File: config.mk
export PLATFORM = sky130hd
export DESIGN_NAME = sram_port_arbiter
export DESIGN_NICKNAME = d
export VERILOG_FILES = /design/src/rtl/sram_port_arbiter.sv
export SDC_FILE = /design/constraint.sdc
export NUM_CORES = 1
export LEC_CHECK = 0
export CAP_MARGIN = 20
export CORE_AREA = 3 3 78 98
export DETAILED_ROUTE_END_ITERATION = 8
export DIE_AREA = 0 0 81 101
export DONT_BUFFER_PORTS = 1
export HOLD_SLACK_MARGIN = 0.08
export PLACE_DENSITY = 0.73
export SKIP_LAST_GASP = 1
export SLEW_MARGIN = 30
export SYNTH_ARGS = -nofsm -noshare
export SYNTH_HDL_FRONTEND = slang
export SYNTH_SLANG_ARGS = --single-unit
File: constraint.sdc
create_clock -name clk -period 5.45 [get_ports clk]
set_input_delay 1.09 -clock clk [delete_from_list [all_inputs] [get_ports clk]]
set_output_delay 1.09 -clock clk [all_outputs]
set_load 0.005 [all_outputs]
File: src/rtl/sram_port_arbiter.sv
// sram_port_arbiter
// Shares the single SRAM FIFO port between port A (SPI-side slave controller)
// and port B (wireless controller). Accesses are serialised with round-robin
// fairness. A lock input keeps a multi-word frame on one port. Full/empty gate
// which requests may start, and a watchdog aborts an access that the SRAM
// never acknowledges.
//
// Ports
//   clk, rst                      clock, synchronous active-high reset
//   a_read/a_write/a_lock         port A request levels and frame lock
//   a_data_in / a_data_out        port A write data / read data (held)
//   a_hint                        port A one-cycle completion pulse
//   b_*                           same set of signals for port B
//   sram_read/sram_write          strobes to the SRAM FIFO
//   sram_data_to/sram_data_from   write data out / read data in
//   sram_hint                     SRAM acknowledge for the current strobe
//   sram_full/sram_empty          FIFO status, sampled only when arbitrating
//   grant                         one-hot owner: 01 = A, 10 = B, 00 = none
//   timeout_err                   one-cycle pulse on watchdog abort
//
// state     | meaning
// ----------+-------------------------------------------------------------
// S_IDLE    | arbitrate; sticky owner only, else round-robin on eligibility
// S_ISSUE   | strobe held, watchdog counting, waiting for sram_hint
// S_RELEASE | waiting for owner to drop its request; decide sticky / release
module sram_port_arbiter #(
   parameter int DW      = 16,
   parameter int TIMEOUT = 255
) (
   input  logic          clk,
   input  logic          rst,
   input  logic          a_read,
   input  logic          a_write,
   input  logic          a_lock,
   input  logic [DW-1:0] a_data_in,
   output logic          a_hint,
   output logic [DW-1:0] a_data_out,
   input  logic          b_read,
   input  logic          b_write,
   input  logic          b_lock,
   input  logic [DW-1:0] b_data_in,
   output logic          b_hint,
   output logic [DW-1:0] b_data_out,
   output logic          sram_read,
   output logic          sram_write,
   output logic [DW-1:0] sram_data_to,
   input  logic [DW-1:0] sram_data_from,
   input  logic          sram_hint,
   input  logic          sram_full,
   input  logic          sram_empty,
   output logic [1:0]    grant,
   output logic          timeout_err
);

   typedef enum logic [1:0] {S_IDLE, S_ISSUE, S_RELEASE} state_t;

   localparam logic [15:0] TO_CNT = 16'(TIMEOUT);

   state_t        state, state_n;
   logic          sticky_vld, sticky_vld_n;
   logic          sticky_b, sticky_b_n;
   logic          last_b, last_b_n;
   logic          to_flag, to_flag_n;
   logic [15:0]   wdog, wdog_n, wdog_inc;
   logic [1:0]    grant_n;
   logic          sram_read_n, sram_write_n;
   logic [DW-1:0] data_to_n, a_dout_n, b_dout_n;
   logic          a_hint_n, b_hint_n, to_err_n;
   logic          a_elig, b_elig, win_a, win_b;
   logic          own_b, own_req, own_lock;

   always_ff @(posedge clk) begin
      if (rst) begin
         state        <= S_IDLE;
         sticky_vld   <= 1'b0;
         sticky_b     <= 1'b0;
         last_b       <= 1'b1;
         to_flag      <= 1'b0;
         wdog         <= '0;
         grant        <= 2'b00;
         sram_read    <= 1'b0;
         sram_write   <= 1'b0;
         sram_data_to <= '0;
         a_data_out   <= '0;
         b_data_out   <= '0;
         a_hint       <= 1'b0;
         b_hint       <= 1'b0;
         timeout_err  <= 1'b0;
      end else begin
         state        <= state_n;
         sticky_vld   <= sticky_vld_n;
         sticky_b     <= sticky_b_n;
         last_b       <= last_b_n;
         to_flag      <= to_flag_n;
         wdog         <= wdog_n;
         grant        <= grant_n;
         sram_read    <= sram_read_n;
         sram_write   <= sram_write_n;
         sram_data_to <= data_to_n;
         a_data_out   <= a_dout_n;
         b_data_out   <= b_dout_n;
         a_hint       <= a_hint_n;
         b_hint       <= b_hint_n;
         timeout_err  <= to_err_n;
      end
   end

   always_comb begin
      // write wins over read, so a full FIFO blocks a port that asserts both
      a_elig = a_write ? ~sram_full : (a_read & ~sram_empty);
      b_elig = b_write ? ~sram_full : (b_read & ~sram_empty);

      win_a = 1'b0;
      win_b = 1'b0;
      if (sticky_vld) begin
         win_a = ~sticky_b & a_elig;
         win_b = sticky_b & b_elig;
      end else if (a_elig && b_elig) begin
         win_a = last_b;
         win_b = ~last_b;
      end else begin
         win_a = a_elig;
         win_b = b_elig;
      end

      own_b    = grant[1];
      own_req  = own_b ? (b_read | b_write) : (a_read | a_write);
      own_lock = own_b ? b_lock : a_lock;
      wdog_inc = wdog + 16'd1;

      state_n      = state;
      sticky_vld_n = sticky_vld;
      sticky_b_n   = sticky_b;
      last_b_n     = last_b;
      to_flag_n    = to_flag;
      wdog_n       = wdog;
      grant_n      = grant;
      sram_read_n  = sram_read;
      sram_write_n = sram_write;
      data_to_n    = sram_data_to;
      a_dout_n     = a_data_out;
      b_dout_n     = b_data_out;
      a_hint_n     = 1'b0;
      b_hint_n     = 1'b0;
      to_err_n     = 1'b0;

      case (state)
         S_IDLE: begin
            if (win_a || win_b) begin
               grant_n      = win_b ? 2'b10 : 2'b01;
               sram_write_n = win_b ? b_write : a_write;
               sram_read_n  = win_b ? (~b_write & b_read) : (~a_write & a_read);
               data_to_n    = win_b ? b_data_in : a_data_in;
               wdog_n       = '0;
               to_flag_n    = 1'b0;
               state_n      = S_ISSUE;
            end
         end
         S_ISSUE: begin
            // wdog_inc is the 1-based count of the current ISSUE cycle
            if (sram_hint) begin
               sram_read_n  = 1'b0;
               sram_write_n = 1'b0;
               if (sram_read) begin
                  if (own_b) b_dout_n = sram_data_from;
                  else       a_dout_n = sram_data_from;
               end
               if (own_b) b_hint_n = 1'b1;
               else       a_hint_n = 1'b1;
               state_n = S_RELEASE;
            end else if (wdog_inc == TO_CNT) begin
               sram_read_n  = 1'b0;
               sram_write_n = 1'b0;
               if (own_b) b_hint_n = 1'b1;
               else       a_hint_n = 1'b1;
               to_err_n     = 1'b1;
               to_flag_n    = 1'b1;
               sticky_vld_n = 1'b0;
               state_n      = S_RELEASE;
            end else begin
               wdog_n = wdog_inc;
            end
         end
         S_RELEASE: begin
            if (!own_req) begin
               if (own_lock && !to_flag) begin
                  sticky_vld_n = 1'b1;
                  sticky_b_n   = own_b;
               end else begin
                  sticky_vld_n = 1'b0;
                  grant_n      = 2'b00;
               end
               last_b_n = own_b;
               state_n  = S_IDLE;
            end
         end
         default: state_n = S_IDLE;
      endcase
   end

endmodule

======== Yosys cells after proc, flatten, opt, wreduce, memory -nomap -nowiden ========
Cells that the tools add are included.
storage, ports and cells
  memories ................................ 0
  register bits after elaboration ......... 77
  ROM bits ................................ 0
  latch bits .............................. 0
  input port bits ......................... 59
  logic and storage cells ................. 110
  bits in writable memories ............... 0
  output and inout bits ................... 55
operators by class
  reduce and logical (&&, ||, !) cells .... 21
  divide/modulo/power cells ............... 0
  eq/ne operators ......................... 10
  muxes and demuxes ....................... 46
  add/subtract/negate cells ............... 1
  shift-type cells ........................ 0
  order comparisons ....................... 0
  bitwise logic cells ..................... 17
  multiply operators ...................... 0
operator list
  cell                                                  number
  two-way mux 16 bit                                    4
  one-hot mux 16 bit (2 select lines)                   1
  two-way mux 1 bit                                     27
  AND reduction 4 bit                                   6
  adder 16 x 1 -> 16 bit, second input constant         1
  equality test 16 x 8 -> 1 bit, second input constant  1
  two-way mux 2 bit                                     8
  != test 2 bit, second input constant                  6
  NOT 1 bit                                             9
  AND reduction 3 bit                                   3
  one-hot mux 1 bit (2 select lines)                    4
  AND 1 bit                                             6
  one-hot mux 2 bit (3 select lines)                    1
  nonzero test 2 bit                                    3
  one-hot mux 2 bit (2 select lines)                    1
  AND reduction 2 bit                                   2
  != test 3 bit, second input constant                  1
  OR reduction 3 bit                                    1
  equality test 2 x 1 -> 1 bit, second input constant   1
  equality test 2 bit, second input constant            1
  logical AND 1 bit                                     2
  zero test 2 bit                                       1
  OR 1 bit                                              2
  OR reduction 2 bit                                    1
  2 further kinds                                       2

======== Logic depth before layout (Yosys ltp) ========
Gate-level depths: netlist of run 1.
  depth in word-level cells ............... 9
  mapped depth ............................ 9
  gate-level depth less buffers ........... 8

======== Least setup slack after synthesis of run 1 ========
OpenSTA, ideal clock, no wires.
  path kind ............................... in2reg
  from .................................... input sram_empty
  to ...................................... register sram_data_to[10]
  stages on the path ...................... 7
  path slack .............................. 2870 ps
  arrival time ............................ 2442 ps
  data required time ...................... 5313 ps
  library setup time ...................... 137 ps
  path buffers ............................ 2
  path through ............................ nand2b_1 -> mux2i_1 -> o21a_1 -> o221a_2 -> clkbuf_1 -> buf_1 -> a211oi_1
on the way
  longest elaborated chain between the ends .. 8
  elaborated cells between the ends (all ways) .. 15
  classes of those cells .................. mux (7); bitwise (5); reduce/logical (3)
RTL lines
  element                                      RTL line  text
  start, declared                              50        input logic sram_empty,
  NOT 1 bit *                                  110, 111
  AND 1 bit, on equally long branches          110, 111
  two-way mux 1 bit, on equally long branches  110, 111
  logical AND 1 bit                            118       end else if (a_elig && b_elig) begin
  two-way mux 1 bit                            118
  two-way mux 1 bit                            115       if (sticky_vld) begin
  logical OR 1 bit                             149       if (win_a || win_b) begin
  AND reduction 2 bit (no line)                n/a
  end signal, assigned                         99        sram_data_to <= data_to_n;
  end, declared                                46        output logic [DW-1:0] sram_data_to,
Every way passes the cells marked *; elsewhere a longest branch is shown, timed or not.
A chain may end at the register's enable or synchronous reset.

======== Worst setup path in the final report of run 1 ========
  from .................................... register wdog[1]
  to ...................................... register wdog[7]
on the way
  longest elaborated chain between the ends .. 4
  elaborated cells between the ends (all ways) .. 7
  classes of those cells .................. add/sub (1); eq/ne (2); mux (3); reduce/logical (1)
RTL lines
  element                                                                                      RTL line  text
  start, declared                                                                              64        logic [15:0] wdog, wdog_n, wdog_inc;
  start signal, assigned                                                                       95        wdog <= wdog_n;
  adder 16 x 1 -> 16 bit *                                                                     129       wdog_inc = wdog + 16'd1;
  equality test 16 x 8 -> 1 bit / two-way mux 16 bit (equally long branches)                   171       end else if (wdog_inc == TO_CNT) begin
  != test 2 bit (no line) / two-way mux 16 bit (equally long branches)                         n/a
  AND reduction 4 bit (no line) / one-hot mux 16 bit (2 select lines) (equally long branches)  n/a
Every way passes the cells marked *; elsewhere a longest branch is shown, timed or not. The select of a mux whose other input is x is not followed.

==> impl_metrics.env, run 1 <==
export IMPL_root_buffer="clkbuf_8"
export IMPL_cts_tree="yes"
export IMPL_grt_max_degree=79
export IMPL_yosysSeqAreaShare_pct=42.22
export IMPL_max_cap_violations=0
export IMPL_synth_distinct_cells=56
export IMPL_layout_commonest_cell="nand2_1"
export IMPL_core_area_sq_um=6892
export IMPL_critPathBufInv=0
export IMPL_finalClockSkew_ps=10.56
export IMPL_met1_length_um=3525
export IMPL_ys_flop_type="dfxtp_1"
export IMPL_final_period_utilization_pct=52.68
export IMPL_cts_repair_resized=0
export IMPL_design_area_sq_um=3829
export IMPL_ys_seq_elements=77
export IMPL_route_detailed_drc=0
export IMPL_r2r_cells=8
export IMPL_area_delta_synth_final_pct=4.866
export IMPL_outcome="finished, final reports clean"
export IMPL_crit_path_end_kind="flip-flop"
export IMPL_post_route_util_pct=55.56
export IMPL_rsz0062_at_grt="false"
export IMPL_crit_required_ps=5690
export IMPL_routed_via_density=5.922
export IMPL_wl_met3_um=770
export IMPL_avgSynthCellArea_sq_um=8.150
export IMPL_place_ws_ps=2377
export IMPL_finalNetCount=490
export IMPL_relSlewSlack_pct=45.05
export IMPL_start_kind="flip-flop"
export IMPL_diodes=0
export IMPL_min_period_ps=2871
export IMPL_clock_sinks=77
export IMPL_synth_edf_count=0
export IMPL_final_max_slew_viol_count=0
export IMPL_critPathMaxStageDelay_ps=540
export IMPL_fin_ws_ps=2579
export IMPL_cts_made_buffers=9
export IMPL_dr_wl_met2_um=4229
export IMPL_hold_depth=2
export IMPL_setup_tns_ps=0
export IMPL_worstReg2RegStart="wdog[1]"
export IMPL_ir_drop_mv=0.2031
export IMPL_critical_path_cell_chain="ha_1 > nand3_1 > nor4_2 > xor2_1 > and4bb_4 > a21oi_4 > a21boi_1 > a211o_1"
export IMPL_h_tree_depth=3
export IMPL_top_level_ports=114
export IMPL_path_class="reg2reg"
export IMPL_cp_arrival_ps=3120
export IMPL_cp_max_fo=11
export IMPL_hold_end="a_data_out[6]"
export IMPL_finalSetupViolations=0
export IMPL_drive_gt1_share_pct=7.143
export IMPL_placed_cell_area_sq_um=3642
export IMPL_fmax_mhz=348.3
export IMPL_drtPass1Iterations=5
export IMPL_synth_async_reset_ratio_pct=0
export IMPL_syn_area_sq_um=3651
export IMPL_power_leakage_uw=0.001353
export IMPL_synth_area_leader_cell="dfxtp_1"
export IMPL_grt_pass1_wl_um=13980
export IMPL_hold_class="reg2reg"
export IMPL_clockBufferDepth=2
export IMPL_grt_use_total_pct=21.73
export IMPL_top_layer_used="met4"
export IMPL_power_density_nw_per_um2=293.3
export IMPL_hold_path_startpoint="a_data_out[6]"
export IMPL_rows=34
export IMPL_final_cell_mix="nand2_1 (84), dfxtp_1 (77), a21oi_1 (42), nor2_1 (38), mux2i_1 (22)"
export IMPL_finalHoldViolations=0
export IMPL_antenna_left=0
export IMPL_dpl_hpwl_um=6111
export IMPL_worstSkewPairLatency_ps=350
export IMPL_ys_warn_count=0
export IMPL_tightest_slew_ps=822.5
export IMPL_dieArea_sq_um=8181
export IMPL_clk_pin_slew_worst_paths_ps=80
export IMPL_vias=3103
export IMPL_drt_iter0_drc=308
export IMPL_fin_hold_ws_ps=476.4
export IMPL_die_w_um=81
export IMPL_grt_pass1_vias=2976
export IMPL_netlist_area_leader_share_pct=42.22
export IMPL_gp_congestion=0.8344
export IMPL_netlist_instances=448
export IMPL_reg2reg_slack_ps=2580
export IMPL_ys_top_cells_by_area="dfxtp_1 (42%), nand2_1 (8.7%), mux2i_1 (6.0%), a21oi_1 (5.8%), nor2_1 (4.1%)"
export IMPL_start_util_pct=52.98
export IMPL_postCtsSetupBuffers=0
export IMPL_r2r_end="wdog[7]"
export IMPL_ctsHoldBuffers=0
export IMPL_wl_per_cell_um=16.64
export IMPL_grt_overflow=0
export IMPL_antenna_found_initial=0
export IMPL_cpMaxStageDelayCell="dfxtp_1"
export IMPL_crit_family="simple AND/OR/NAND/NOR gates"
export IMPL_portBuffers=0
export IMPL_route_final_wire_length_um=8718
export IMPL_die_h_um=101
export IMPL_syn_nets=509
state kept, by name (all words and copies together), names as in the netlist:
| name | flops |
|---|---|
| grant | 2 |
| timeout_err | 1 |
| sram_read | 1 |
| sram_write | 1 |
| a_hint | 1 |
| last_b | 1 |
| b_data_out | 16 |
| a_data_out | 16 |
| wdog | 16 |
| to_flag | 1 |
| b_hint | 1 |
| sticky_vld | 1 |
| sticky_b | 1 |
| sram_data_to | 16 |
| state | 2 |
kinds of logic (layout without fill, tap and decap cells):
kind of cell    count (synthesis)  in the layout  synth area share (%)
simple gates                  196            196                 26.08
compound gates                107            107                 19.19
flops                          77             77                 42.22
buf+inv                        38             24                 4.284
mux                            23             23                 6.340
xor+xnor                        5              5                 1.200
fa+ha+maj                       2              2                0.6853
synth_stat cells, types with 2 or more instances:
library cell	count
a31oi_1	6
and3_1	5
nor2_1	40
nand4_1	8
a21oi_1	42
nor3_1	9
a211oi_1	16
nor4_2	2
nand3_1	10
o21ai_0	16
a21oi_4	2
nor3b_1	4
buf_1	2
ha_1	2
inv_1	8
dfxtp_1	77
mux2i_1	22
xor2_1	2
o211ai_1	5
or3_1	4
nor2b_1	8
nand2_1	85
clkbuf_1	19
a311oi_1	2
a22o_1	4
and4_1	2
nand2b_1	7
xnor2_1	3
buf_2	8
or2_2	2
layer usage:
metal	vias up	GRT usage, %
li1	1545	-
met1	1438	25.88
met2	100	34.35
met3	20	8.855
met4	0	9.103
met5	-	0
metrics by stage:
stage / instances / total power, uW
final: 524 / 1123
after global routing: 524 / 1169
after CTS: 524 / 1132
after detailed placement: 508 / 734.6
after global placement: 508 / 730.0
after floorplan: 448 / 718.0
power breakdown:
group	switching, uW	total, uW	leakage, uW	internal [uW]
clock	221	402	0.0000893	181
combinational	66.8	108	0.000638	41.6
sequential	24.8	613	0.000625	588
worst max path at each step:
stage | start | to | cells after the start
after global routing | wdog[1] | wdog[7] | 8
after detailed placement | sram_empty | wdog[13] | 7
final | wdog[1] | wdog[7] | 8
after CTS | wdog[1] | wdog[7] | 8
after floorplan | sram_empty | sram_data_to[10] | 7
after global placement | sram_empty | wdog[13] | 7
worst reg2reg max path, delay by kind of cell (launching register included):
family / cells / cell delay (ps)
simple gates: 3 / 870
compound gates: 3 / 770
xor+xnor: 1 / 270
flops: 1 / 540
fa+ha+maj: 1 / 330
area by class of cell:
class	instances	area (sq um)
tap	90	112.6
multi-input combinational	333	1961
sequential	77	1541
clock buffer	10	137.6
inverter	8	30.03
clock inverter	6	46.29
fill	678	3063
(Power assumes the default switching activity.)
==> run 2, diff against run 1 <==
clock period = 2.7 ns   (was 5.45 ns; I/O delays follow)
==> impl_metrics.env, run 2 (same netlist as run 1, synthesis figures left out) <==
export IMPL_dieArea_sq_um=8181
export IMPL_worstSkewPairLatency_ps=340
export IMPL_cts_tree="yes"
export IMPL_gp_congestion=0.9754
export IMPL_portBuffers=0
export IMPL_crit_required_ps=2990
export IMPL_power_density_nw_per_um2=584.5
export IMPL_h_tree_depth=3
export IMPL_intPower_uw=1732
export IMPL_core_area_sq_um=6892
export IMPL_cpMaxStageDelayCell="a2111oi_0"
export IMPL_area_delta_synth_final_pct=8.396
export IMPL_vias=3247
export IMPL_rsz0062_at_grt="false"
export IMPL_route_detailed_drc=0
export IMPL_outcome="finished, final reports clean"
export IMPL_hold_depth=1
export IMPL_hold_class="in2reg"
export IMPL_ctsHoldBuffers=0
export IMPL_setup_tns_ps=0
export IMPL_crit_family="compound AO/OA/AOI/OAI gates"
export IMPL_final_max_slew_viol_count=0
export IMPL_cp_max_fo=6
export IMPL_drt_iter0_drc=143
export IMPL_start_kind="flip-flop"
export IMPL_r2r_cells=8
export IMPL_route_final_wire_length_um=8807
export IMPL_finalHoldViolations=0
export IMPL_p_switching_uw=580.9
export IMPL_wl_per_cell_um=16.28
export IMPL_relSlewSlack_pct=71.09
export IMPL_critical_path_cell_chain="ha_1 > and3_1 > a2111oi_0 > a31oi_1 > nor2_1 > a21oi_4 > a21boi_1 > a22o_1"
export IMPL_fmax_mhz=407.0
export IMPL_root_buffer="clkbuf_8"
export IMPL_rows=34
export IMPL_die_h_um=101
export IMPL_grt_pass1_wl_um=13880
export IMPL_p_clk_share_pct=36.5
export IMPL_start_util_pct=52.98
export IMPL_finalSetupViolations=0
export IMPL_final_cell_mix="nand2_1 (85), dfxtp_1 (77), a21oi_1 (42), nor2_1 (40), mux2i_1 (22)"
export IMPL_finalNetCount=507
export IMPL_drtPass1Iterations=5
export IMPL_top_level_ports=114
export IMPL_power_leakage_uw=0.001446
export IMPL_critPathMaxStageDelay_ps=410
export IMPL_crit_cells=8
export IMPL_p_sw_share_pct=25.11
export IMPL_grt_max_degree=79
export IMPL_fillers=664
export IMPL_clock_sinks=77
export IMPL_routed_via_density=6.002
export IMPL_cts_repair_resized=0
export IMPL_clk_pin_slew_worst_paths_ps=70
export IMPL_crit_path_end_kind="flip-flop"
export IMPL_finalClockSkew_ps=12.09
export IMPL_cts_made_buffers=9
export IMPL_pwr_share_comb_pct=10.3
export IMPL_ir_drop_mv=0.3800
export IMPL_tightest_slew_ps=432.1
export IMPL_fin_hold_ws_ps=264.9
export IMPL_critPathBufInv=0
export IMPL_die_w_um=81
export IMPL_dpl_hpwl_um=6228
export IMPL_clockBufferDepth=2
export IMPL_grt_use_total_pct=21.57
export IMPL_cp_arrival_ps=2740
export IMPL_min_period_ps=2457
export IMPL_antenna_left=0
export IMPL_postCtsSetupBuffers=0
export IMPL_p_seq_share_pct=53.2
export IMPL_drive_gt1_share_pct=9.534
export IMPL_diodes=0
export IMPL_grt_overflow=0
export IMPL_max_cap_violations=0
export IMPL_path_class="reg2reg"
export IMPL_antenna_found_initial=0
export IMPL_grt_pass1_vias=3016
export IMPL_final_period_utilization_pct=91.01
export IMPL_layout_commonest_cell="nand2_1"
## run 2: cell types whose count changed in the layout (fill, tap and decap cells not counted), moves of 2 or more
cell / before / now
nor2_1: 38 / 40
buf_4: 0 / 17
clkbuf_1: 0 / 2
inv_6: 2 / 0
nor2_2: 2 / 0
## run 2: through the flow
step                      cell area [sq um]  util, %  total power, uW  instances  setup slack, ps
after floorplan                        3651        -             1449        448            496.7
after global placement                 3765    54.63             1486        525            352.2
after detailed placement               3765    54.63             1494        525            278.7
after CTS                              3958    57.43             2339        541            275.0
after global routing                   3958    57.43             2416        541            11.26
final                                  3958    57.43             2313        541            242.8
## run 2: per-layer routing
layer / wire, um / track usage (%)
met3: 759 / 8.140
met2: 4357 / 33.46
met5: 0 / 0
met4: 193 / 10.66
met1: 3496 / 25.98
## run 2: layout make-up
type,count,area [sq um],share of cell area (%)
clock inverter,4,47.55,1.201
multi-input combinational,333,1953,49.35
tap,90,112.6,2.845
timing repair buffer,17,127.6,3.225
clock buffer,12,145.1,3.667
inverter,8,30.03,0.7588
sequential,77,1541,38.95
## run 2: power groups by stage
stage / logic (uW) / clock network (uW) / registers, uW
finish: 238 / 844 / 1230
floorplan: 205 / 0 / 1240
global placement: 230 / 0 / 1260
CTS: 237 / 870 / 1230
global route: 265 / 915 / 1240
detailed placement: 236 / 0 / 1260
## run 2: final timing paths
kind / startpoint / to / slack [ps]
hold / removal: rst / wdog[12] / 260
setup reg to reg: wdog[0] / wdog[14] / 240
setup / recovery: wdog[0] / wdog[14] / 240
hold reg to reg: last_b / last_b / 460
